<file path="src/rtl/mem_interface.sv">
// ---------------------------------------------------------------------------
// mem_interface
//
// MAR/MDR memory interface between the CPU datapath bus and a synchronous
// 512x32 RAM.
//
// Operation:
//   - MAR and MDR are loaded from the datapath bus while the block is idle.
//   - A read or write request starts a RAM access.
//   - The RAM strobe is held for MEM_LATENCY cycles.
//   - Read data is captured into MDR on the last strobe cycle.
//   - A single-cycle Done pulse then goes back to the control unit.
//
// Build option:
//   MEM_BOUNDS_CHECK_EN - when defined, a MAR load with non-zero bits above
//     ADDR_W sets a sticky Fault flag. A request while faulted completes
//     immediately (IDLE -> DONE) without touching the RAM. When undefined,
//     the upper address bits are dropped and Fault is tied low.
//
// Parameters:
//   ADDR_W      RAM address width (MAR width)
//   DATA_W      bus / word width
//   MEM_LATENCY cycles each RAM strobe is held (>= 1)
//
// Ports:
//   Clock        in   system clock, rising edge
//   Clear_n      in   asynchronous active-low reset
//   BusMuxOut    in   datapath bus value
//   MARin        in   load MAR from BusMuxOut[ADDR_W-1:0] (idle only)
//   MDRin        in   load MDR from BusMuxOut (idle only)
//   MemRead_req  in   start a read of RAM[MAR] (idle only)
//   MemWrite_req in   start a write of MDR to RAM[MAR] (idle only)
//   Mdatain      in   read data from the RAM
//   RAM_Read     out  RAM read strobe
//   RAM_Write    out  RAM write strobe
//   RAM_Address  out  current MAR
//   RAM_Data     out  current MDR (RAM write data)
//   MDR_out      out  MDR to the bus mux
//   Busy         out  access in progress (strobe phase)
//   Done         out  one-cycle completion pulse
//   Fault        out  out-of-range address flag
//   state_dbg    out  current FSM state (IDLE=0, RD_WAIT=1, WR_WAIT=2, DONE=3)
//
// Request/completion handshake:
//   - A request is accepted on any rising edge where the FSM is IDLE and
//     MemRead_req or MemWrite_req is high. There is no ready signal:
//     requests presented outside IDLE are simply ignored.
//   - Write has priority when both requests are high.
//   - Completion is signalled by exactly one cycle of Done. The next request
//     can be accepted on the edge that ends the Done cycle's following IDLE
//     cycle, i.e. edge MEM_LATENCY+2 counted from the accepting edge.
// ---------------------------------------------------------------------------
module mem_interface #(
  parameter int ADDR_W      = 9,
  parameter int DATA_W      = 32,
  parameter int MEM_LATENCY = 2
) (
  input  logic              Clock,
  input  logic              Clear_n,
  input  logic [DATA_W-1:0] BusMuxOut,
  input  logic              MARin,
  input  logic              MDRin,
  input  logic              MemRead_req,
  input  logic              MemWrite_req,
  input  logic [DATA_W-1:0] Mdatain,
  output logic              RAM_Read,
  output logic              RAM_Write,
  output logic [ADDR_W-1:0] RAM_Address,
  output logic [DATA_W-1:0] RAM_Data,
  output logic [DATA_W-1:0] MDR_out,
  output logic              Busy,
  output logic              Done,
  output logic              Fault,
  output logic [1:0]        state_dbg
);

  // Counter only has to hold MEM_LATENCY-1; keep at least one bit so a
  // latency of 1 still gives a legal vector.
  localparam int CNT_W = (MEM_LATENCY > 1) ? $clog2(MEM_LATENCY) : 1;
  localparam logic [CNT_W-1:0] CNT_LOAD = CNT_W'(MEM_LATENCY - 1);

  typedef enum logic [1:0] {
    IDLE    = 2'd0,
    RD_WAIT = 2'd1,
    WR_WAIT = 2'd2,
    DONE    = 2'd3
  } state_t;

  state_t            state_q, state_d;
  logic [CNT_W-1:0]  cnt_q, cnt_d;
  logic [ADDR_W-1:0] mar_q, mar_d;
  logic [DATA_W-1:0] mdr_q, mdr_d;
  logic              bypass;  // request completes without a RAM access

`ifdef MEM_BOUNDS_CHECK_EN
  logic fault_q, fault_d;
  logic addr_oob;

  assign addr_oob = |BusMuxOut[DATA_W-1:ADDR_W];

  // Sticky flag: only a new MAR load (idle only) can change it.
  always_comb begin
    fault_d = fault_q;
    if (state_q == IDLE && MARin) begin
      fault_d = addr_oob;
    end
  end

  always_ff @(posedge Clock or negedge Clear_n) begin
    if (!Clear_n) begin
      fault_q <= 1'b0;
    end else begin
      fault_q <= fault_d;
    end
  end

  // A request in the same cycle as a MAR load sees the freshly loaded
  // address, so the bypass decision uses the next-state fault value.
  assign bypass = fault_d;
  assign Fault  = fault_q;
`else
  assign bypass = 1'b0;
  assign Fault  = 1'b0;
`endif

  // Next-state, counter and register-load logic.
  always_comb begin
    state_d = state_q;
    cnt_d   = cnt_q;
    mar_d   = mar_q;
    mdr_d   = mdr_q;

    case (state_q)
      IDLE: begin
        // Loads are independent; with both high they share the bus value.
        if (MARin) begin
          mar_d = BusMuxOut[ADDR_W-1:0];
        end
        if (MDRin) begin
          mdr_d = BusMuxOut;
        end
        if (MemWrite_req || MemRead_req) begin
          if (bypass) begin
            state_d = DONE;
          end else if (MemWrite_req) begin
            state_d = WR_WAIT;
            cnt_d   = CNT_LOAD;
          end else begin
            state_d = RD_WAIT;
            cnt_d   = CNT_LOAD;
          end
        end
      end

      RD_WAIT: begin
        if (cnt_q != '0) begin
          cnt_d = cnt_q - CNT_W'(1);
        end else begin
          // Last strobe cycle: RAM data is valid now.
          mdr_d   = Mdatain;
          state_d = DONE;
        end
      end

      WR_WAIT: begin
        if (cnt_q != '0) begin
          cnt_d = cnt_q - CNT_W'(1);
        end else begin
          state_d = DONE;
        end
      end

      DONE: begin
        state_d = IDLE;
      end

      default: begin
        state_d = IDLE;
      end
    endcase
  end

  always_ff @(posedge Clock or negedge Clear_n) begin
    if (!Clear_n) begin
      state_q <= IDLE;
      cnt_q   <= '0;
      mar_q   <= '0;
      mdr_q   <= '0;
    end else begin
      state_q <= state_d;
      cnt_q   <= cnt_d;
      mar_q   <= mar_d;
      mdr_q   <= mdr_d;
    end
  end

  // Strobes are pure decodes of the state register: no input reaches them
  // combinationally, and an asynchronous reset drops them immediately.
  assign RAM_Read    = (state_q == RD_WAIT);
  assign RAM_Write   = (state_q == WR_WAIT);
  assign Busy        = (state_q == RD_WAIT) || (state_q == WR_WAIT);
  assign Done        = (state_q == DONE);
  assign RAM_Address = mar_q;
  assign RAM_Data    = mdr_q;
  assign MDR_out     = mdr_q;
  assign state_dbg   = state_q;

endmodule

</file>
<file path="config.mk">
export PLATFORM = sky130hd
export DESIGN_NAME = mem_interface
export DESIGN_NICKNAME = d
export VERILOG_FILES = /design/src/rtl/mem_interface.sv
export SDC_FILE = /design/constraint.sdc
export NUM_CORES = 1
export LEC_CHECK = 0
export CORE_MARGIN = 5
export CORE_UTILIZATION = 37
export CTS_BUF_LIST = sky130_fd_sc_hd__clkbuf_4 sky130_fd_sc_hd__clkbuf_8 sky130_fd_sc_hd__clkbuf_16
export CTS_CLUSTER_DIAMETER = 40
export DETAILED_ROUTE_END_ITERATION = 16
export HOLD_SLACK_MARGIN = 0.15
export PLACE_DENSITY_LB_ADDON = 0.25
export SLEW_MARGIN = 20
export SYNTH_ARGS = -nofsm -noshare
export SYNTH_HDL_FRONTEND = slang
export SYNTH_SLANG_ARGS = --single-unit
</file>
<file path="constraint.sdc">
create_clock -name Clock -period 2.1 [get_ports Clock]
set_clock_uncertainty 0.05 [all_clocks]
set_input_delay 0.42 -clock Clock [delete_from_list [all_inputs] [get_ports Clock]]
set_output_delay 0.42 -clock Clock [all_outputs]
set_load 0.01 [all_outputs]
</file>
**Word level (Yosys, flattened, before mapping)**

Cells that the tools add are included.

- Word-level logic and storage cells: 32
- Output and inout port bits: 80
- Register bits: 44
- Bits in read-only memories: 0
- Memories kept: 0
- Latch bits: 0
- Input bits: 70
- RAM bits: 0

- Multiplexer cells: 10
- Shift operators: 0
- $mul: 0
- Reduce and logical (&&, ||, !) cells: 10
- Eq/ne operators: 7
- Divide/modulo/power cells: 0
- Order comparisons: 0
- $add $sub $neg: 1
- Bitwise logic cells: 0

Operators by type and width:

| operator | count |
|---|---|
| $mux 32 | 2 |
| $pmux 32 s2 | 1 |
| $ne 2x2->1 const B | 4 |
| $mux 2 | 3 |
| $pmux 2 s3 | 1 |
| $reduce_and 2->1 | 3 |
| $eq 2x2->1 const B | 2 |
| $reduce_bool 2->1 | 2 |
| $reduce_and 3->1 | 1 |
| $eq 2x1->1 const B | 1 |
| $logic_not 2->1 | 1 |
| $logic_or 1x1->1 | 2 |
| $mux 1 | 2 |
| $pmux 1 s2 | 1 |
| $reduce_or 2->1 | 1 |
| $sub 1x1->1 const B | 1 |

**Longest topological paths before layout**

- Word-level depth: 4
- Mapped depth: 7
- Gate-level depth less buffers: 5

**Worst setup path after synthesis**

Ideal clock, no wire load.

- Kind: reg-to-reg
- Start: register state_q[1], in the netlist state_dbg[1]
- End: register mdr_q[0], in the netlist MDR_out[0]
- Required time: 1925 ps
- Arrival: 1825 ps
- Period minus slack after synthesis: 2000 ps
- Library setup time: 125 ps
- Slack: 100 ps
- Cell stages (with the launch flop): 8
- Cell sequence: dfrtp_1 -> inv_1 -> ha_1 -> buf_4 -> nor2_1 -> a211oi_4 -> buf_6 -> mux2_2

- Word-level cells in the longest chain between the ends: 3
- Elaborated cells on any way between the ends: 7
- Classes of those cells: eq/ne (3); mux (1); reduce/logical (3)

Ends and longest elaborated chain:

| item | line | text |
|---|---|---|
| start, declared | 89 | `state_t state_q, state_d;` |
| start signal, assigned | 190 | `state_q <= state_d;` |
| $eq 2x1->1 * | -- |  |
| named net RAM_Read | 66 | `output logic RAM_Read,` |
| $ne 2x2->1 (no line) or $reduce_bool 2->1 (tied branches) | -- |  |
| $reduce_and 3->1 (no line) | -- |  |
| end signal, assigned | 193 | `mdr_q <= mdr_d;` |
| end, declared | 92 | `logic [DATA_W-1:0] mdr_q, mdr_d;` |

The timed path passes the listed nets; every way through them passes the cells marked *.
A chain may end at the register's enable or synchronous reset.

**Worst setup path after layout**

- Start: register state_q[0], in the netlist state_dbg[0]
- End: register mdr_q[9], in the netlist MDR_out[9]

- Word-level cells in the longest chain between the ends: 3
- Elaborated cells on any way between the ends: 7
- Classes of those cells: eq/ne (3); mux (1); reduce/logical (3)

Ends and longest elaborated chain:

| item | line | text |
|---|---|---|
| $eq 2x1->1 or $logic_not 2->1 (tied branches) | 133 | `case (state_q)` |
| $ne 2x2->1 (no line) or $reduce_bool 2->1 (tied branches) | -- |  |
| $reduce_and 3->1 (no line) | -- |  |

Parallel ways exist; a longest one is shown, timed or not.

==> flow_metrics.env <==
export IMPL_outcome="completed"
export IMPL_worst_path_buf_inv=3
export IMPL_yosysWarnings=0
export IMPL_place_gp_congestion=0.753
export IMPL_ios=150
export IMPL_hold_start="RAM_Address[7]"
export IMPL_mappedNetlistArea_um2=2410
export IMPL_clk_path_buf_depth=2
export IMPL_chipHeight_um=90.7
export IMPL_cpPeakStageDelay_ns=0.40
export IMPL_drtIter0Drc=45
export IMPL_die_w_um=90.7
export IMPL_hp_class="reg -> reg"
export IMPL_final_setup_tns_ns=0
export IMPL_clkSinkCount=44
export IMPL_n_fill_cell=509
export IMPL_power_leakage_nw=1.55
export IMPL_layout_common_cells="clkdlybuf4s50_1, mux2_2, dfrtp_1"
export IMPL_grt_total_usage_pct=15.2
export IMPL_placed_cells=372
export IMPL_grt_overflow=0
export IMPL_min_period_ns=1.99
export IMPL_critPathKind="reg -> reg"
export IMPL_synth_cell_types=18
export IMPL_clk_pin_slew_ns=0.08
export IMPL_r2r_start="state_dbg[0]"
export IMPL_hpwl_um=4930
export IMPL_layout_commonest_cell="clkdlybuf4s50_1"
export IMPL_arrival_ns=2.12
export IMPL_antenna_found_initial=0
export IMPL_htreeDepth=2
export IMPL_post_route_drc_count=0
export IMPL_seq_area_um2=1100
export IMPL_rsz0062_at_grt="no"
export IMPL_yosysSeqAreaShare_pct=45.7
export IMPL_finalSetupViolCount=0
export IMPL_cpMaxStageDelayCell="dfrtp_1"
export IMPL_crit_top_cell="buf_4"
export IMPL_clkLatencyLatePin_ns=0.29
export IMPL_fin_crit_sh_pct=94.7
export IMPL_drt_total_wl_um=6260
export IMPL_critPathLaunch="state_dbg[0]"
export IMPL_cp_max_fo=18
export IMPL_wl_per_cell_um=16.4
export IMPL_rows=29
export IMPL_grt_max_degree=20
export IMPL_cts_buffers=5
export IMPL_power_density_nw_per_um2=1590
export IMPL_start_kind="flip-flop"
export IMPL_crit_path_end_kind="flip-flop"
export IMPL_cts_tree="built"
export IMPL_ys_ff_latch=44
export IMPL_instances_no_fill=381
export IMPL_first_pass_iters=4
export IMPL_hold_violations=0
export IMPL_syn2layout_area_growth_pct=60.1
export IMPL_portBuffers=148
export IMPL_drv_cap=0
export IMPL_initial_utilization_pct=37.9
export IMPL_vias=1786
export IMPL_fin_nets=379
export IMPL_cp_top_family="buffers and inverters"
export IMPL_avgViaCountPerCell=4.69
export IMPL_fmax_ghz=0.503
export IMPL_syn_nets=255
export IMPL_synthCells=180
export IMPL_cts_root_buf="clkbuf_8"
export IMPL_grt_pass1_wl_um=10200
export IMPL_ir_worst_vdd_v=0.000793
export IMPL_grt_pass1_vias=1958
export IMPL_ant_nets=0
export IMPL_cp_required_ns=2.23
export IMPL_diodes=0
export IMPL_crit_chain="buf_4 > ha_2 > buf_4 > a211oi_4 > buf_12 > mux2_2"
export IMPL_multiInputGateArea_um2=1000
export IMPL_layout_drive_gt1_share_pct=29.3
export IMPL_core_um2=6350
export IMPL_postSynthAreaPerCell_um2=13.4
export IMPL_slew_viol_final=0
export IMPL_die_area_um2=8220
-- worst paths after layout --
path	cells after the start	to	slack (ns)
hold reg to reg	1	RAM_Address[7]	0.46
min in group asynchronous	2	MDR_out[28]	0.50
max in group asynchronous	3	MDR_out[17]	0.91
setup reg to reg	6	MDR_out[9]	0.11
setup / recovery	6	MDR_out[9]	0.11
hold / removal	1	RAM_Address[7]	0.46
-- state kept, by name (all words and copies together), names as in the netlist --
register	cells
MDR_out	32
cnt_q	1
RAM_Address	9
state_dbg	2
-- cell families (layout without fill, tap and decap cells) --
| logic type | Yosys count | in the layout | share of synthesized area, % |
|---|---|---|---|
| AO/OA/AOI/OAI | 5 | 5 | 1.92 |
| adder cells (fa/ha/maj) | 5 | 5 | 2.60 |
| buffers and inverters | 42 | 166 | 12.9 |
| AND/OR/NAND/NOR | 7 | 7 | 1.25 |
| multiplexers | 76 | 76 | 35.4 |
| flip-flops | 44 | 44 | 45.7 |
| other | 1 | 1 | 0.156 |
-- area by class of cell --
class | count | area share [%]
multi-input combinational | 94 | 25.9
inverter | 2 | 0.195
timing repair buffer | 157 | 40.7
sequential | 44 | 28.6
clock buffer | 5 | 1.79
tap | 77 | 2.50
clock inverter | 2 | 0.325
-- worst reg2reg max path: cells and delay by family, from the launching register on --
family          cells  cell delay, ns
mux                 1            0.35
flops               1            0.40
fa+ha+maj           1            0.20
compound gates      1            0.33
buf+inv             3            0.56
-- stage by stage --
step	instance area (um2)	util, %	setup WS, ns	hold WS, ns	total power [mW]
4_1_cts	3850	60.7	0.104	0.462	6.22
2_1_floorplan	2410	-	0.100	0.0744	4.01
3_3_place_gp	3760	59.2	0.146	0.294	5.63
3_5_place_dp	3760	59.2	0.108	0.302	5.69
5_1_grt	3850	60.7	0.0314	0.480	6.52
6_report	3850	60.7	0.112	0.460	6.13
-- synth_stat cells --
cell type	number	area, um2
o21ai_0	2	10.0
a22o_1	1	8.76
mux2_2	70	788
ha_1	5	62.6
buf_6	3	33.8
mux2_1	3	33.8
inv_1	2	7.51
nor2b_1	1	6.26
nor2_1	3	11.3
buf_4	34	255
nand3_1	1	5.00
nand2_1	2	7.51
dfrtp_1	44	1100
conb_1	1	3.75
o21a_1	1	7.51
a211oi_4	1	20.0
buf_2	3	15.0
mux2i_1	3	30.0
-- power breakdown --
part / leakage, nW / internal, mW / switching (mW)
clock network: 0.0400 / 0.225 / 0.280
registers: 0.516 / 1.31 / 0.329
logic: 0.997 / 2.52 / 1.47
-- metal layers --
metal	GRT usage [%]	share of wire, %	vias up
met5	0	0	-
met4	4.22	1.4	0
met3	5.17	9.1	10
met2	24.7	46	102
met1	19.2	43	836
li1	-	-	838
-- what timing repair did --
item | in CTS | in global routing
endpoints found under the setup margin | 2 | 6
setup buffers | 1 | 0
hold buffers | 1 | 0
endpoints found under the hold margin | 13 | 0
gates resized for setup | 2 | 1
Power figures use the tool's default switching activity.
